### src/rtl/ctrl_pkg.sv
// Shared types and encodings for the multi-cycle RV32I control FSM.
package ctrl_pkg;

  typedef enum logic [3:0] {
    S_FETCH,
    S_DECODE,
    S_MEMADR,
    S_MEMREAD,
    S_MEMWB,
    S_MEMWRITE,
    S_EXEC_R,
    S_EXEC_I,
    S_LUI,
    S_ALUWB,
    S_JAL,
    S_JALR,
    S_LINK,
    S_BRANCH,
    S_TRAP
  } state_t;

  localparam logic [6:0] OP_LOAD   = 7'b0000011;
  localparam logic [6:0] OP_STORE  = 7'b0100011;
  localparam logic [6:0] OP_R      = 7'b0110011;
  localparam logic [6:0] OP_I      = 7'b0010011;
  localparam logic [6:0] OP_LUI    = 7'b0110111;
  localparam logic [6:0] OP_JAL    = 7'b1101111;
  localparam logic [6:0] OP_JALR   = 7'b1100111;
  localparam logic [6:0] OP_BRANCH = 7'b1100011;

  localparam logic [1:0] SRC_A_PC    = 2'b00;
  localparam logic [1:0] SRC_A_OLDPC = 2'b01;
  localparam logic [1:0] SRC_A_RS1   = 2'b10;
  localparam logic [1:0] SRC_A_ZERO  = 2'b11;

  localparam logic [1:0] SRC_B_RS2   = 2'b00;
  localparam logic [1:0] SRC_B_IMM   = 2'b01;
  localparam logic [1:0] SRC_B_FOUR  = 2'b10;

  localparam logic [1:0] RES_ALUOUT  = 2'b00;
  localparam logic [1:0] RES_MEMDATA = 2'b01;
  localparam logic [1:0] RES_ALURES  = 2'b10;

  localparam logic [1:0] ALU_ADD     = 2'b00;
  localparam logic [1:0] ALU_BRANCH  = 2'b01;
  localparam logic [1:0] ALU_FUNCT   = 2'b10;

endpackage

### src/rtl/opcode_classifier.sv
// Maps the IR opcode to the state that follows S_DECODE; flags unsupported opcodes.
module opcode_classifier
  import ctrl_pkg::*;
(
  input  logic [6:0] opcode,
  output state_t     next_state,
  output logic       illegal
);

  // Pure decode of the major opcode field.
  always_comb begin
    next_state = S_TRAP;
    illegal    = 1'b0;
    case (opcode)
      OP_LOAD, OP_STORE: next_state = S_MEMADR;
      OP_R:              next_state = S_EXEC_R;
      OP_I:              next_state = S_EXEC_I;
      OP_LUI:            next_state = S_LUI;
      OP_JAL:            next_state = S_JAL;
      OP_JALR:           next_state = S_JALR;
      OP_BRANCH:         next_state = S_BRANCH;
      default:           illegal    = 1'b1;
    endcase
  end

endmodule

### src/rtl/multicycle_controller.sv
// Main control FSM of the multi-cycle RV32I core: sequences fetch, decode, execute,
// memory and writeback over one shared ALU and one unified memory port.
module multicycle_controller
  import ctrl_pkg::*;
#(
  parameter bit TRAP_ON_ILLEGAL = 1'b1
) (
  input  logic       clk,
  input  logic       reset,
  input  logic [6:0] opcode,
  input  logic       branch_cond,
  input  logic       mem_ready,
  output logic       mem_req,
  output logic       mem_we,
  output logic       adr_src,
  output logic       ir_write,
  output logic       pc_write,
  output logic       reg_write,
  output logic [1:0] src_a,
  output logic [1:0] src_b,
  output logic [1:0] result_src,
  output logic [1:0] alu_op,
  output logic       is_branch,
  output logic       retire,
  output logic       halted
);

  state_t state_q, state_d;
  state_t decode_next;
  logic   decode_illegal;

  opcode_classifier u_classifier (
    .opcode     (opcode),
    .next_state (decode_next),
    .illegal    (decode_illegal)
  );

  // State register; reset always lands in S_FETCH.
  always_ff @(posedge clk) begin
    if (reset) state_q <= S_FETCH;
    else       state_q <= state_d;
  end

  // Next-state sequencing; memory states hold until mem_ready.
  always_comb begin
    state_d = state_q;
    case (state_q)
      S_FETCH:    if (mem_ready) state_d = S_DECODE;
      S_DECODE: begin
        if (!decode_illegal)      state_d = decode_next;
        else if (TRAP_ON_ILLEGAL) state_d = S_TRAP;
        else                      state_d = S_FETCH;
      end
      S_MEMADR:   state_d = (opcode == OP_STORE) ? S_MEMWRITE : S_MEMREAD;
      S_MEMREAD:  if (mem_ready) state_d = S_MEMWB;
      S_MEMWB:    state_d = S_FETCH;
      S_MEMWRITE: if (mem_ready) state_d = S_FETCH;
      S_EXEC_R:   state_d = S_ALUWB;
      S_EXEC_I:   state_d = S_ALUWB;
      S_LUI:      state_d = S_ALUWB;
      S_ALUWB:    state_d = S_FETCH;
      S_JAL:      state_d = S_ALUWB;
      S_JALR:     state_d = S_LINK;
      S_LINK:     state_d = S_ALUWB;
      S_BRANCH:   state_d = S_FETCH;
      S_TRAP:     state_d = S_TRAP;
      default:    state_d = S_FETCH;
    endcase
  end

  // Moore output decode, with mem_ready / branch_cond gating and reset forcing all zero.
  always_comb begin
    mem_req    = 1'b0;
    mem_we     = 1'b0;
    adr_src    = 1'b0;
    ir_write   = 1'b0;
    pc_write   = 1'b0;
    reg_write  = 1'b0;
    src_a      = SRC_A_PC;
    src_b      = SRC_B_RS2;
    result_src = RES_ALUOUT;
    alu_op     = ALU_ADD;
    retire     = 1'b0;
    halted     = 1'b0;
    case (state_q)
      S_FETCH: begin
        mem_req    = 1'b1;
        src_a      = SRC_A_PC;
        src_b      = SRC_B_FOUR;
        result_src = RES_ALURES;
        ir_write   = mem_ready;
        pc_write   = mem_ready;
      end
      S_DECODE: begin
        // Latches the branch/jal target into ALUOut.
        src_a  = SRC_A_OLDPC;
        src_b  = SRC_B_IMM;
        retire = decode_illegal && !TRAP_ON_ILLEGAL;
      end
      S_MEMADR: begin
        src_a = SRC_A_RS1;
        src_b = SRC_B_IMM;
      end
      S_MEMREAD: begin
        mem_req = 1'b1;
        adr_src = 1'b1;
      end
      S_MEMWB: begin
        result_src = RES_MEMDATA;
        reg_write  = 1'b1;
        retire     = 1'b1;
      end
      S_MEMWRITE: begin
        mem_req = 1'b1;
        mem_we  = 1'b1;
        adr_src = 1'b1;
        retire  = mem_ready;
      end
      S_EXEC_R: begin
        src_a  = SRC_A_RS1;
        src_b  = SRC_B_RS2;
        alu_op = ALU_FUNCT;
      end
      S_EXEC_I: begin
        src_a  = SRC_A_RS1;
        src_b  = SRC_B_IMM;
        alu_op = ALU_FUNCT;
      end
      S_LUI: begin
        src_a = SRC_A_ZERO;
        src_b = SRC_B_IMM;
      end
      S_ALUWB: begin
        result_src = RES_ALUOUT;
        reg_write  = 1'b1;
        retire     = 1'b1;
      end
      S_JAL: begin
        // PC takes the target from ALUOut while the ALU forms the link address.
        result_src = RES_ALUOUT;
        pc_write   = 1'b1;
        src_a      = SRC_A_OLDPC;
        src_b      = SRC_B_FOUR;
      end
      S_JALR: begin
        src_a      = SRC_A_RS1;
        src_b      = SRC_B_IMM;
        result_src = RES_ALURES;
        pc_write   = 1'b1;
      end
      S_LINK: begin
        src_a = SRC_A_OLDPC;
        src_b = SRC_B_FOUR;
      end
      S_BRANCH: begin
        src_a      = SRC_A_RS1;
        src_b      = SRC_B_RS2;
        alu_op     = ALU_BRANCH;
        result_src = RES_ALUOUT;
        pc_write   = branch_cond;
        retire     = 1'b1;
      end
      S_TRAP:  halted = 1'b1;
      default: ;
    endcase
    if (reset) begin
      mem_req    = 1'b0;
      mem_we     = 1'b0;
      adr_src    = 1'b0;
      ir_write   = 1'b0;
      pc_write   = 1'b0;
      reg_write  = 1'b0;
      src_a      = 2'b00;
      src_b      = 2'b00;
      result_src = 2'b00;
      alu_op     = 2'b00;
      retire     = 1'b0;
      halted     = 1'b0;
    end
  end

  assign is_branch = (alu_op == ALU_BRANCH);

endmodule

### config.mk
export PLATFORM = sky130hd
export DESIGN_NAME = multicycle_controller
export DESIGN_NICKNAME = d
export VERILOG_FILES = /design/src/rtl/ctrl_pkg.sv /design/src/rtl/opcode_classifier.sv /design/src/rtl/multicycle_controller.sv
export SDC_FILE = /design/constraint.sdc
export NUM_CORES = 1
export LEC_CHECK = 0
export ABC_AREA = 1
export BUFFER_PORTS_ARGS = -buffer_cell sky130_fd_sc_hd__buf_2
export CAP_MARGIN = 5
export CELL_PAD_IN_SITES_DETAIL_PLACEMENT = 0
export CELL_PAD_IN_SITES_GLOBAL_PLACEMENT = 2
export CORE_MARGIN = 10
export CORE_UTILIZATION = 22
export CTS_CLUSTER_SIZE = 12
export DETAILED_ROUTE_END_ITERATION = 6
export PLACE_DENSITY_LB_ADDON = 0.1
export SLEW_MARGIN = 20
export SYNTH_ARGS = -nofsm -noshare
export SYNTH_HDL_FRONTEND = slang
export SYNTH_SLANG_ARGS = --single-unit
### constraint.sdc
create_clock -name clk -period 2.2 [get_ports clk]
set_clock_uncertainty 0.2 [all_clocks]
set_input_delay 0.33 -clock clk [delete_from_list [all_inputs] [get_ports clk]]
set_output_delay 0.33 -clock clk [all_outputs]
set_load 0.1 [all_outputs]
==> results.md, run 1 <==
* WP data required at 1670 ps
* Fraction of final layout cells sized beyond drive strength 1 at 50.3%
* Cts-stage hold buffer count at 0
* Mean instance size in the synthesized netlist at 5.11 µm²
* Input/output buffers at 27
* Buffer cell driving the clock tree root: clkbuf_4
* CP top delay family: simple AND/OR/NAND/NOR gates
* Vias in the first global route at 876
* Wire length of the first global-routing pass at 3.97 mm
* Largest regs: state_q x4
* CTS H-tree depth at 1
* Highest metal layer with signal wires: met4
* TritonCTS buffer count at 3
* Max reg flops at 4
* Largest net degree at the start of global routing at 8
* Clock transition at the register clock pins on the worst setup and hold paths after CTS at 40 ps
* Die width at 73.6 µm
* Leakage at 0.000571 µW
* Normalized max-slew margin at 67.7%
* Power consumption at 1910 µW
* Aggregate global-route resource usage at 8.98%
* Cells after synthesis at 124
* Post-detailed-route wirelength per cell at 12.1 µm
* Global route total overflow at 0
* Post-route setup slack at 79.0 ps
* Endpoint of the most critical register-to-register path: state_q[0]$_SDFFE_PP0P_
* Transition at the pin with the smallest max-transition slack at 488 ps
* Buffers and inverters on the worst path at 2
* Setup repair after global routing missed its margin: true
* 1st-pass router iterations at 4
* Number of gates on the worst path with buffers counted at 6
* Post-detail-place hpwl at 1.97 mm
* Result of the run: completed
* Yosys cell types at 21
* Data arrival time at the worst-slack endpoint at 1590 ps
* Type of the most critical hold path: input pin to flip-flop
* Reg2reg path depth at 9
* Clock Path Buffers at 2
* I/O pin count at 28
* Cells traversed along the worst timing path: nor2_1, inv_1, nor2_2, nand2_1, a31oi_4, buf_12
* Post-synthesis sequential element count at 4
* Antenna diode count at 0
* Maximum cell stage delay along the critical path at 340 ps
* Final Cycle Share at 96.4%
* Via density at 4.54
* Hold Vio Cnt, Final at 0
* Max stage delay cell, worst path: dfxtp_2
* Floorplan die height at 73.6 µm
* Largest driver fanout on the critical path at 5
* Share of synthesized area occupied by flip-flops and latches at 12.6%
* Floorplan core area at 0.00276 mm²
* Max VDD drop at 1.08 mV
* Power density cells at 1540 mW/mm²
* Launch instance of the worst register-to-register path: state_q[1]$_SDFFE_PP0P_
* Setup TNS Final at 0 ps
* Post-placement setup slack at 213 ps
* Layout area overhead at 95.3%
* DR DRC count at 0
* Final wirelength at 2.28 mm
* Reg-to-reg setup timing slack at 660 ps
* Count of standard-cell rows at 19
* Area occupied by multi-input gates at 599 µm²
* CTS tree: yes
* Wire length on met2 at 1.12 mm
* Termination of the worst setup path: pc_write
* Post-CTS setup-driven buffer insertion count at 0
* Flip-flop and latch area at 85.1 µm²
* Number of antenna violations at the first check in global routing at 0
* Achievable frequency at 471 MHz
* Global placer's final weighted congestion at 0.867
* Number of routed nets with antenna violations at 0
* Worst Path Class, Setup: flip-flop to output pin
* Final worst path period need at 2120 ps
* Total via count after detailed routing at 853
* Hold wc startpoint: mem_ready
* Number of nets produced by synthesis at 135
* Nets@finish at 170
* Clock network latency to the later pin of the worst-skew pair at 240 ps
* Nature of the critical path startpoint: flip-flop
* Mapped cell area at 633 µm²
* Area of the die at 0.00542 mm²
* Register ranked first by flip-flop count: state_q
* Kind of end point of the critical path: output pin
* Worst setup path start: state_q[1]$_SDFFE_PP0P_
* Initial DRC Count at 73
* Met3 WL at 143 µm
* Count of final setup violators at 0
* Count of filler cells inserted in the layout at 291
* Number of clock sinks at 4
* Yosys warns at 0
* Reported max-cap violation count at 0
* Sum of routed wire segments on met1 at 998 µm
* Starting Density at 23.0%
* Number of max-slew violations in the final report at 0
[report_power, final]
group          internal, µW  leakage [µW]  total, µW  switching [µW]
combinational           533      0.000522       1650            1120
sequential              112     0.0000344        164            52.5
clock                  61.3     0.0000138       95.1            33.8
[metrics by stage]
step | utilization (%) | hold slack (ps) | instances | area (µm²)
6_report | 44.8 | 279 | 188 | 1240
3_3_place_gp | 42.9 | 356 | 185 | 1180
2_1_floorplan | - | 324 | 124 | 756
4_1_cts | 43.9 | 267 | 188 | 1210
5_1_grt | 44.8 | 332 | 188 | 1240
3_5_place_dp | 42.9 | 360 | 185 | 1180
[per-layer routing]
metal  GRT usage, %  vias up
met2           14.6       16
met1           11.0      375
met5              0        -
li1               -      460
met3           2.83        2
met4           2.48        0
[cells by family (layout without fill, tap and decap cells)]
logic type,after synthesis,after routing,share of synthesized area (%)
AO/OA/AOI/OAI,18,18,17.4
buffers and inverters,25,58,14.8
AND/OR/NAND/NOR,77,77,55.1
flip-flops,4,4,12.6
[synthesized netlist by cell type]
library cell   n  area (µm²)
a31oi_1        1        6.26
a21oi_2        1        8.76
o21bai_1       1        7.51
nand3_1        7        35.0
dfxtp_1        4        80.1
nand4_1        1        6.26
nor2_1        21        78.8
o41ai_1        1        8.76
nor2_2         9        56.3
nor3_1         6        30.0
buf_1          1        3.75
clkbuf_1       1        3.75
inv_1         15        56.3
a21oi_1        7        35.0
o2111ai_1      1        8.76
inv_2          8        30.0
nand2_2        5        31.3
nand2_1       27         101
nand3_2        1        10.0
o31ai_1        2        15.0
o21ai_1        4        20.0
[worst min-delay path by stage]
stage,to,slack (ps),depth (start not counted)
6_report,state_q[2]$_SDFFE_PP0P_,280,4
4_1_cts,state_q[2]$_SDFFE_PP0P_,270,4
5_1_grt,state_q[2]$_SDFFE_PP0P_,330,4
3_3_place_gp,state_q[0]$_SDFFE_PP0P_,360,2
2_1_floorplan,state_q[0]$_SDFFE_PP0P_,320,2
3_5_place_dp,state_q[0]$_SDFFE_PP0P_,360,2
[tightest hold or removal path: cells and delay by family]
family | cells | cell delay, ps
and+or+nand+nor | 1 | 70
AOI/OAI and AO/OA | 1 | 60
buffers and inverters | 2 | 220
[final cells by class]
class                           count  area share, %
Multi-Input combinational cell     95           48.5
Timing Repair Buffer               32           32.7
Inverter                           23           6.98
Sequential cell                     4           6.88
Tap cell                           31           3.14
Clock buffer                        3           1.82
[repair_timing]
action	4_1_cts	5_1_grt
endpoints found under the hold margin	0	0
gates resized for setup	2	8
endpoints found under the setup margin	2	7
[cells in the final DEF, fill, tap and decap left out, types with 4 or more instances in the layout]
master	Yosys	routed
nor2_4	0	6
buf_2	0	11
nand3_1	7	7
buf_4	0	5
buf_12	0	15
dfxtp_2	0	4
inv_1	15	15
inv_2	8	8
nand2_1	27	26
nor2_1	21	17
nor2_2	9	7
nand2_2	5	6
Power figures use the tool's default switching activity.
==> inputs of run 2 (changes only) <==
CORE_MARGIN = 8   (was 10)
==> run 2 against run 1 <==
Clock power down 2.7%. Sequential share of layout area increased by 0.28 points. Cell count is the same. Setup slack improved by 21 ps. Worst hold slack got worse by 11 ps. Die area decreased by 11%. Register-to-register slack about the same. Via count is 1.1% higher. Largest cell class unchanged.
==> results.md, run 2 (same netlist as run 1, synthesis figures left out) <==
* CTS H-tree depth at 1 (unchanged)
* Post-route setup slack at 100 ps (+21.3 ps)
* Initial DRC Count at 27 (-63%)
* Post-detail-place hpwl at 1.90 mm (-3.6%)
* Antenna diode count at 0 (unchanged)
* Area of the die at 0.00485 mm² (-11%)
* Result of the run: completed
* Cts-stage hold buffer count at 0 (unchanged)
* Count of final setup violators at 0 (unchanged)
* Kind of end point of the critical path: output pin
* Cells traversed along the worst timing path: inv_2, nor2_2, inv_2, nor2_2, inv_2, nor2_4, a21oi_1, o21ai_4, buf_12
* Starting Density at 23.0% (unchanged)
* Max VDD drop at 1.09 mV (+1.4%)
* Largest regs: state_q x4
* Final Cycle Share at 95.4% (-0.97 points)
* CTS tree: yes
* Aggregate global-route resource usage at 9.17% (+0.19 points)
* Wire length on met2 at 1.07 mm (-5.0%)
* Post-placement setup slack at 226 ps (+13.0 ps)
* Global placer's final weighted congestion at 0.854 (-1.4%)
* 1st-pass router iterations at 4 (unchanged)
* Crit path top cell by count: inv_2
* Number of max-slew violations in the final report at 0 (unchanged)
* Number of antenna violations at the first check in global routing at 0 (unchanged)
* Maximum cell stage delay along the critical path at 370 ps (+30 ps)
* Normalized max-slew margin at 67.8% (+0.085 points)
* Max stage delay cell, worst path: dfxtp_4
* Count of standard-cell rows at 19 (unchanged)
* Final wirelength at 2.16 mm (-5.0%)
* Nature of the critical path startpoint: flip-flop
* Floorplan die height at 69.6 µm (-5.4%)
* Largest net degree at the start of global routing at 10 (+2)
* TritonCTS buffer count at 3 (unchanged)
* Reg-to-reg setup timing slack at 670 ps (about the same)
* Clock Path Buffers at 2 (unchanged)
* Vias in the first global route at 879 (+0.34%)
* Met3 WL at 133 µm (-7.0%)
* Clock network latency to the later pin of the worst-skew pair at 240 ps (about the same)
* Post-CTS setup-driven buffer insertion count at 0 (unchanged)
* Input/output buffers at 27 (unchanged)
* WP data required at 1670 ps (about the same)
* Register ranked first by flip-flop count: state_q
* Type of the most critical hold path: input pin to flip-flop
* Final worst path period need at 2100 ps (-21.3 ps)
* Max reg flops at 4 (unchanged)
* Global route total overflow at 0 (unchanged)
* Wire length of the first global-routing pass at 3.82 mm (-3.8%)
* Termination of the worst setup path: retire
* Number of clock sinks at 4 (unchanged)
* Hold Vio Cnt, Final at 0 (unchanged)
* Achievable frequency at 476 MHz (+1.0%)
* Most common library cell in the layout ignoring fill and taps: nand2_1
* Data arrival time at the worst-slack endpoint at 1570 ps (-20 ps)
* DR DRC count at 0 (unchanged)
* Highest metal layer with signal wires: met4
* Reg2reg path depth at 9 (unchanged)
* Endpoint of the most critical register-to-register path: state_q[0]$_SDFFE_PP0P_
* Floorplan core area at 0.00276 mm² (unchanged)
* Total via count after detailed routing at 862 (+1.1%)
* Layout area overhead at 93.1%
* Sum of routed wire segments on met1 at 940 µm (-5.8%)
* Number of routed nets with antenna violations at 0 (unchanged)
* Die width at 69.6 µm (-5.4%)
* Leakage at 0.000564 µW (-1.1%)
* Hold wc startpoint: mem_ready
* Transition at the pin with the smallest max-transition slack at 486 ps (-1.29 ps)
* Buffer cell driving the clock tree root: clkbuf_4
* Nets@finish at 170 (unchanged)
* Power density cells at 1550 mW/mm² (+0.32%)
* Most used cells in the layout excluding fill and tap cells: nand2_1 (27), nor2_1 (16), inv_1 (15), buf_12 (15), buf_2 (11)
* Reported max-cap violation count at 0 (unchanged)
* Launch instance of the worst register-to-register path: state_q[1]$_SDFFE_PP0P_
* Power consumption at 1890 µW (-0.80%)
* Worst setup path start: state_q[2]$_SDFFE_PP0P_
* Clock transition at the register clock pins on the worst setup and hold paths after CTS at 40 ps (about the same)
* I/O pin count at 28 (unchanged)
* Via density at 4.59 (+1.1%)
* Worst Path Class, Setup: flip-flop to output pin
* Post-detailed-route wirelength per cell at 11.5 µm (-5.0%)
* Fraction of final layout cells sized beyond drive strength 1 at 49.0% (-1.3 points)
* Largest driver fanout on the critical path at 6 (+1)
run 2: worst max-delay path: cells and delay by family, from the launching register on:
family                 cells  cell delay (ps)
buffers and inverters      4              420
flip-flops                 1              370
AO/OA/AOI/OAI              2              190
AND/OR/NAND/NOR            3              350
run 2: area by class of cell:
type                            count  area (µm²)
Fill cell                         281        1540
Tap cell                           31        38.8
Timing Repair Buffer               32         404
Multi-Input combinational cell     95         583
Inverter                           23        86.3
Clock buffer                        3        22.5
Sequential cell                     4        87.6
run 2: report_power, final:
group | total, µW | switching, µW | internal, µW
Clock | 92.5 | 31.4 | 61.1
Sequential | 166 | 52.9 | 114
Combinational | 1630 | 1100 | 531
run 2: through the flow:
| stage | hold slack [ps] | TNS [ps] | instances | util (%) | cell area, µm² |
|---|---|---|---|---|---|
| 2_1_floorplan | 324 | -781 | 124 | - | 756 |
| 3_3_place_gp | 346 | 0 | 185 | 42.9 | 1180 |
| 3_5_place_dp | 372 | 0 | 185 | 42.9 | 1180 |
| 4_1_cts | 276 | 0 | 188 | 43.8 | 1210 |
| 5_1_grt | 309 | -10.2 | 188 | 44.3 | 1220 |
| 6_report | 268 | 0 | 188 | 44.3 | 1220 |
run 2: how the worst min path moves through the flow:
stage | end | slack [ps] | cells after the start
floorplan | state_q[0]$_SDFFE_PP0P_ | 320 | 2
global placement | state_q[0]$_SDFFE_PP0P_ | 350 | 2
detailed placement | state_q[0]$_SDFFE_PP0P_ | 370 | 2
CTS | state_q[2]$_SDFFE_PP0P_ | 280 | 4
global route | state_q[1]$_SDFFE_PP0P_ | 310 | 4
finish | state_q[2]$_SDFFE_PP0P_ | 270 | 4
run 2: repair_timing:
action	4_1_cts	5_1_grt
hold endpoints to repair	0	0
setup endpoints to repair	1	7
gates resized for setup	1	7
run 2: metal layers:
layer,GRT usage [%],vias up
met5,0,-
met4,3.35,0
met3,2.58,4
met2,15.9,23
met1,10.4,378
li1,-,457
==> inputs of run 3 (changes only) <==
CORE_UTILIZATION = 23   (was 22)
CTS_BUF_LIST = sky130_fd_sc_hd__clkbuf_2 sky130_fd_sc_hd__clkbuf_4 sky130_fd_sc_hd__clkbuf_8   (was not set)
==> run 3 against run 2 <==
Setup slack got worse by 5.2 ps. Sequential share of layout area about the same. Worst hold slack improved by 14 ps. First-iteration DRC count decreased by 26%. Design area increased by 0.31%. Count of clock-buffer cells in the layout unchanged. Die area decreased by 3.4%. Largest power group unchanged. Cell count unchanged. Core utilization increased by 1.3 points. Critical endpoint is now src_a[1]. Sequential power about the same. Critical path depth decreased by 1.
==> results.md, run 3 (same netlist as run 1, synthesis figures left out) <==
* Largest net degree at the start of global routing at 10 (unchanged)
* Floorplan core area at 0.00269 mm² (-2.6%)
* Worst Path Class, Setup: flip-flop to output pin
* Aggregate global-route resource usage at 10.4% (+1.2 points)
* Via density at 4.60 (+0.23%)
* Clock Path Buffers at 2 (unchanged)
* Clock network latency to the later pin of the worst-skew pair at 240 ps (about the same)
* Fraction of final layout cells sized beyond drive strength 1 at 51.0% (+1.9 points)
* Endpoint of the most critical register-to-register path: state_q[0]$_SDFFE_PP0P_
* Setup repair after global routing missed its margin: false
* Count of final setup violators at 0 (unchanged)
* Post-place instance area at 0.00116 mm² (-1.9%)
* Leakage at 0.000567 µW (+0.53%)
* Data arrival time at the worst-slack endpoint at 1570 ps (about the same)
* 1st-pass router iterations at 4 (unchanged)
* Reported max-cap violation count at 0 (unchanged)
* CTS tree: yes
* CTS H-tree depth at 1 (unchanged)
* Starting Density at 23.6% (+0.61 points)
* Normalized max-slew margin at 67.9% (+0.076 points)
* Largest driver fanout on the critical path at 5 (-1)
* Largest regs: state_q x4
* Number of routed nets with antenna violations at 0 (unchanged)
* Nets@finish at 170 (unchanged)
* Number of clock sinks at 4 (unchanged)
* Die width at 68.5 µm (-1.7%)
* Max VDD drop at 0.836 mV (-23%)
* Global placer's final weighted congestion at 0.861 (+0.74%)
* Global route total overflow at 0 (unchanged)
* Count of standard-cell rows at 19 (unchanged)
* I/O pin count at 28 (unchanged)
* Number of antenna violations at the first check in global routing at 0 (unchanged)
* Buffer cell driving the clock tree root: clkbuf_4
* Cts-stage hold buffer count at 0 (unchanged)
* Post-detail-place hpwl at 2.00 mm (+5.3%)
* Final worst path period need at 2100 ps (+5.19 ps)
* Antenna diode count at 0 (unchanged)
* Floorplan die height at 68.5 µm (-1.7%)
* WP data required at 1670 ps (about the same)
* Total via count after detailed routing at 864 (+0.23%)
* Post-detailed-route wirelength per cell at 12.1 µm (+4.9%)
* Max stage delay cell, worst path: dfxtp_2
* Number of max-slew violations in the final report at 0 (unchanged)
* Result of the run: completed
* Vias in the first global route at 843 (-4.1%)
* Setup TNS Final at 0 ps (unchanged)
* Layout area overhead at 93.7%
* Power density cells at 1560 mW/mm² (+0.74%)
* Type of the most critical hold path: input pin to flip-flop
* Post-route cell area at 0.00123 mm² (+0.31%)
* Maximum cell stage delay along the critical path at 370 ps (about the same)
* Hold Vio Cnt, Final at 0 (unchanged)
* End point of the worst hold path: state_q[2]$_SDFFE_PP0P_
* TritonCTS buffer count at 3 (unchanged)
* Hold wc startpoint: mem_ready
* Count of filler cells inserted in the layout at 283 (+0.71%)
* Register ranked first by flip-flop count: state_q
* Reg2reg path depth at 8 (-1)
* Transition at the pin with the smallest max-transition slack at 485 ps (-1.15 ps)
* Wire length of the first global-routing pass at 3.75 mm (-1.6%)
* Launch instance of the worst register-to-register path: state_q[3]$_SDFFE_PP0P_
* Kind of end point of the critical path: output pin
* DR DRC count at 0 (unchanged)
* Final wirelength at 2.27 mm (+4.9%)
* Max reg flops at 4 (unchanged)
* Achievable frequency at 475 MHz (-0.25%)
* Most common library cell in the layout ignoring fill and taps: nand2_1
* Final Cycle Share at 95.7% (+0.24 points)
* Power consumption at 1910 µW (+1.0%)
* Reg-to-reg setup timing slack at 640 ps (-30 ps)
* Area of the die at 0.00469 mm² (-3.4%)
* Cells traversed along the worst timing path: inv_1, nand2_2, inv_2, nand2_1, nand2_1, o41ai_2, inv_1, buf_4
* Initial DRC Count at 20 (-26%)
* Nature of the critical path startpoint: flip-flop
* Area occupied by multi-input gates at 606 µm² (+3.9%)
* Hold path cells at 4 (unchanged)
* Input/output buffers at 27 (unchanged)
* Most used cells in the layout excluding fill and tap cells: nand2_1 (27), inv_1 (15), nor2_1 (14), buf_12 (14), buf_2 (12)
* Clock transition at the register clock pins on the worst setup and hold paths after CTS at 40 ps (about the same)
* Flip-flop and latch area at 87.6 µm² (unchanged)
[run 3: worst max path at each step]
stage	from	endpoint	slack, ps	cells past startpoint
final	state_q[0]$_SDFFE_PP0P_	src_a[1]	100	8
after global routing	state_q[0]$_SDFFE_PP0P_	src_a[1]	0.7	8
after CTS	state_q[1]$_SDFFE_PP0P_	src_a[0]	20	8
after detailed placement	state_q[2]$_SDFFE_PP0P_	src_a[1]	180	8
after global placement	state_q[2]$_SDFFE_PP0P_	src_a[1]	190	8
after floorplan	state_q[3]$_SDFFE_PP0P_	retire	-230	4
[run 3: report_power, final]
group | switching (µW) | internal [µW]
clock network | 32.8 | 61.2
registers | 54.5 | 114
logic | 1120 | 531
total | 1210 | 706
[run 3: timing repair]
item | in CTS | in global routing
resized for setup | 3 | 9
setup buffers | 0 | 1
endpoints found under the hold margin | 0 | 0
endpoints found under the setup margin | 2 | 10
pin swaps | 0 | 0
[run 3: through the flow]
| step | utilization [%] | cells | setup slack, ps | hold slack (ps) |
|---|---|---|---|---|
| 2_1_floorplan | - | 124 | -227 | 324 |
| 3_3_place_gp | 43.2 | 184 | 192 | 346 |
| 3_5_place_dp | 43.2 | 184 | 184 | 361 |
| 4_1_cts | 44.5 | 187 | 22.0 | 273 |
| 5_1_grt | 45.6 | 188 | 0.745 | 312 |
| 6_report | 45.6 | 188 | 95.2 | 282 |
[run 3: critical path, delay by kind of cell (launching register included)]
kind,cells,cell delay [ps]
buf+inv,4,420
flops,1,370
compound gates,1,280
simple gates,3,270
[run 3: final cells by class]
type                            instances  area share [%]
Tap cell                               31            3.16
Multi-Input combinational cell         95            49.4
Sequential cell                         4            7.14
Clock buffer                            3            1.84
Timing Repair Buffer                   32            31.4
Inverter                               23            7.04
[run 3: metal layers]
layer / wire, µm / track usage [%]
met1: 1010 / 13.0
met2: 1030 / 16.0
met3: 169 / 2.13
met4: 57 / 5.88
met5: 0 / 0
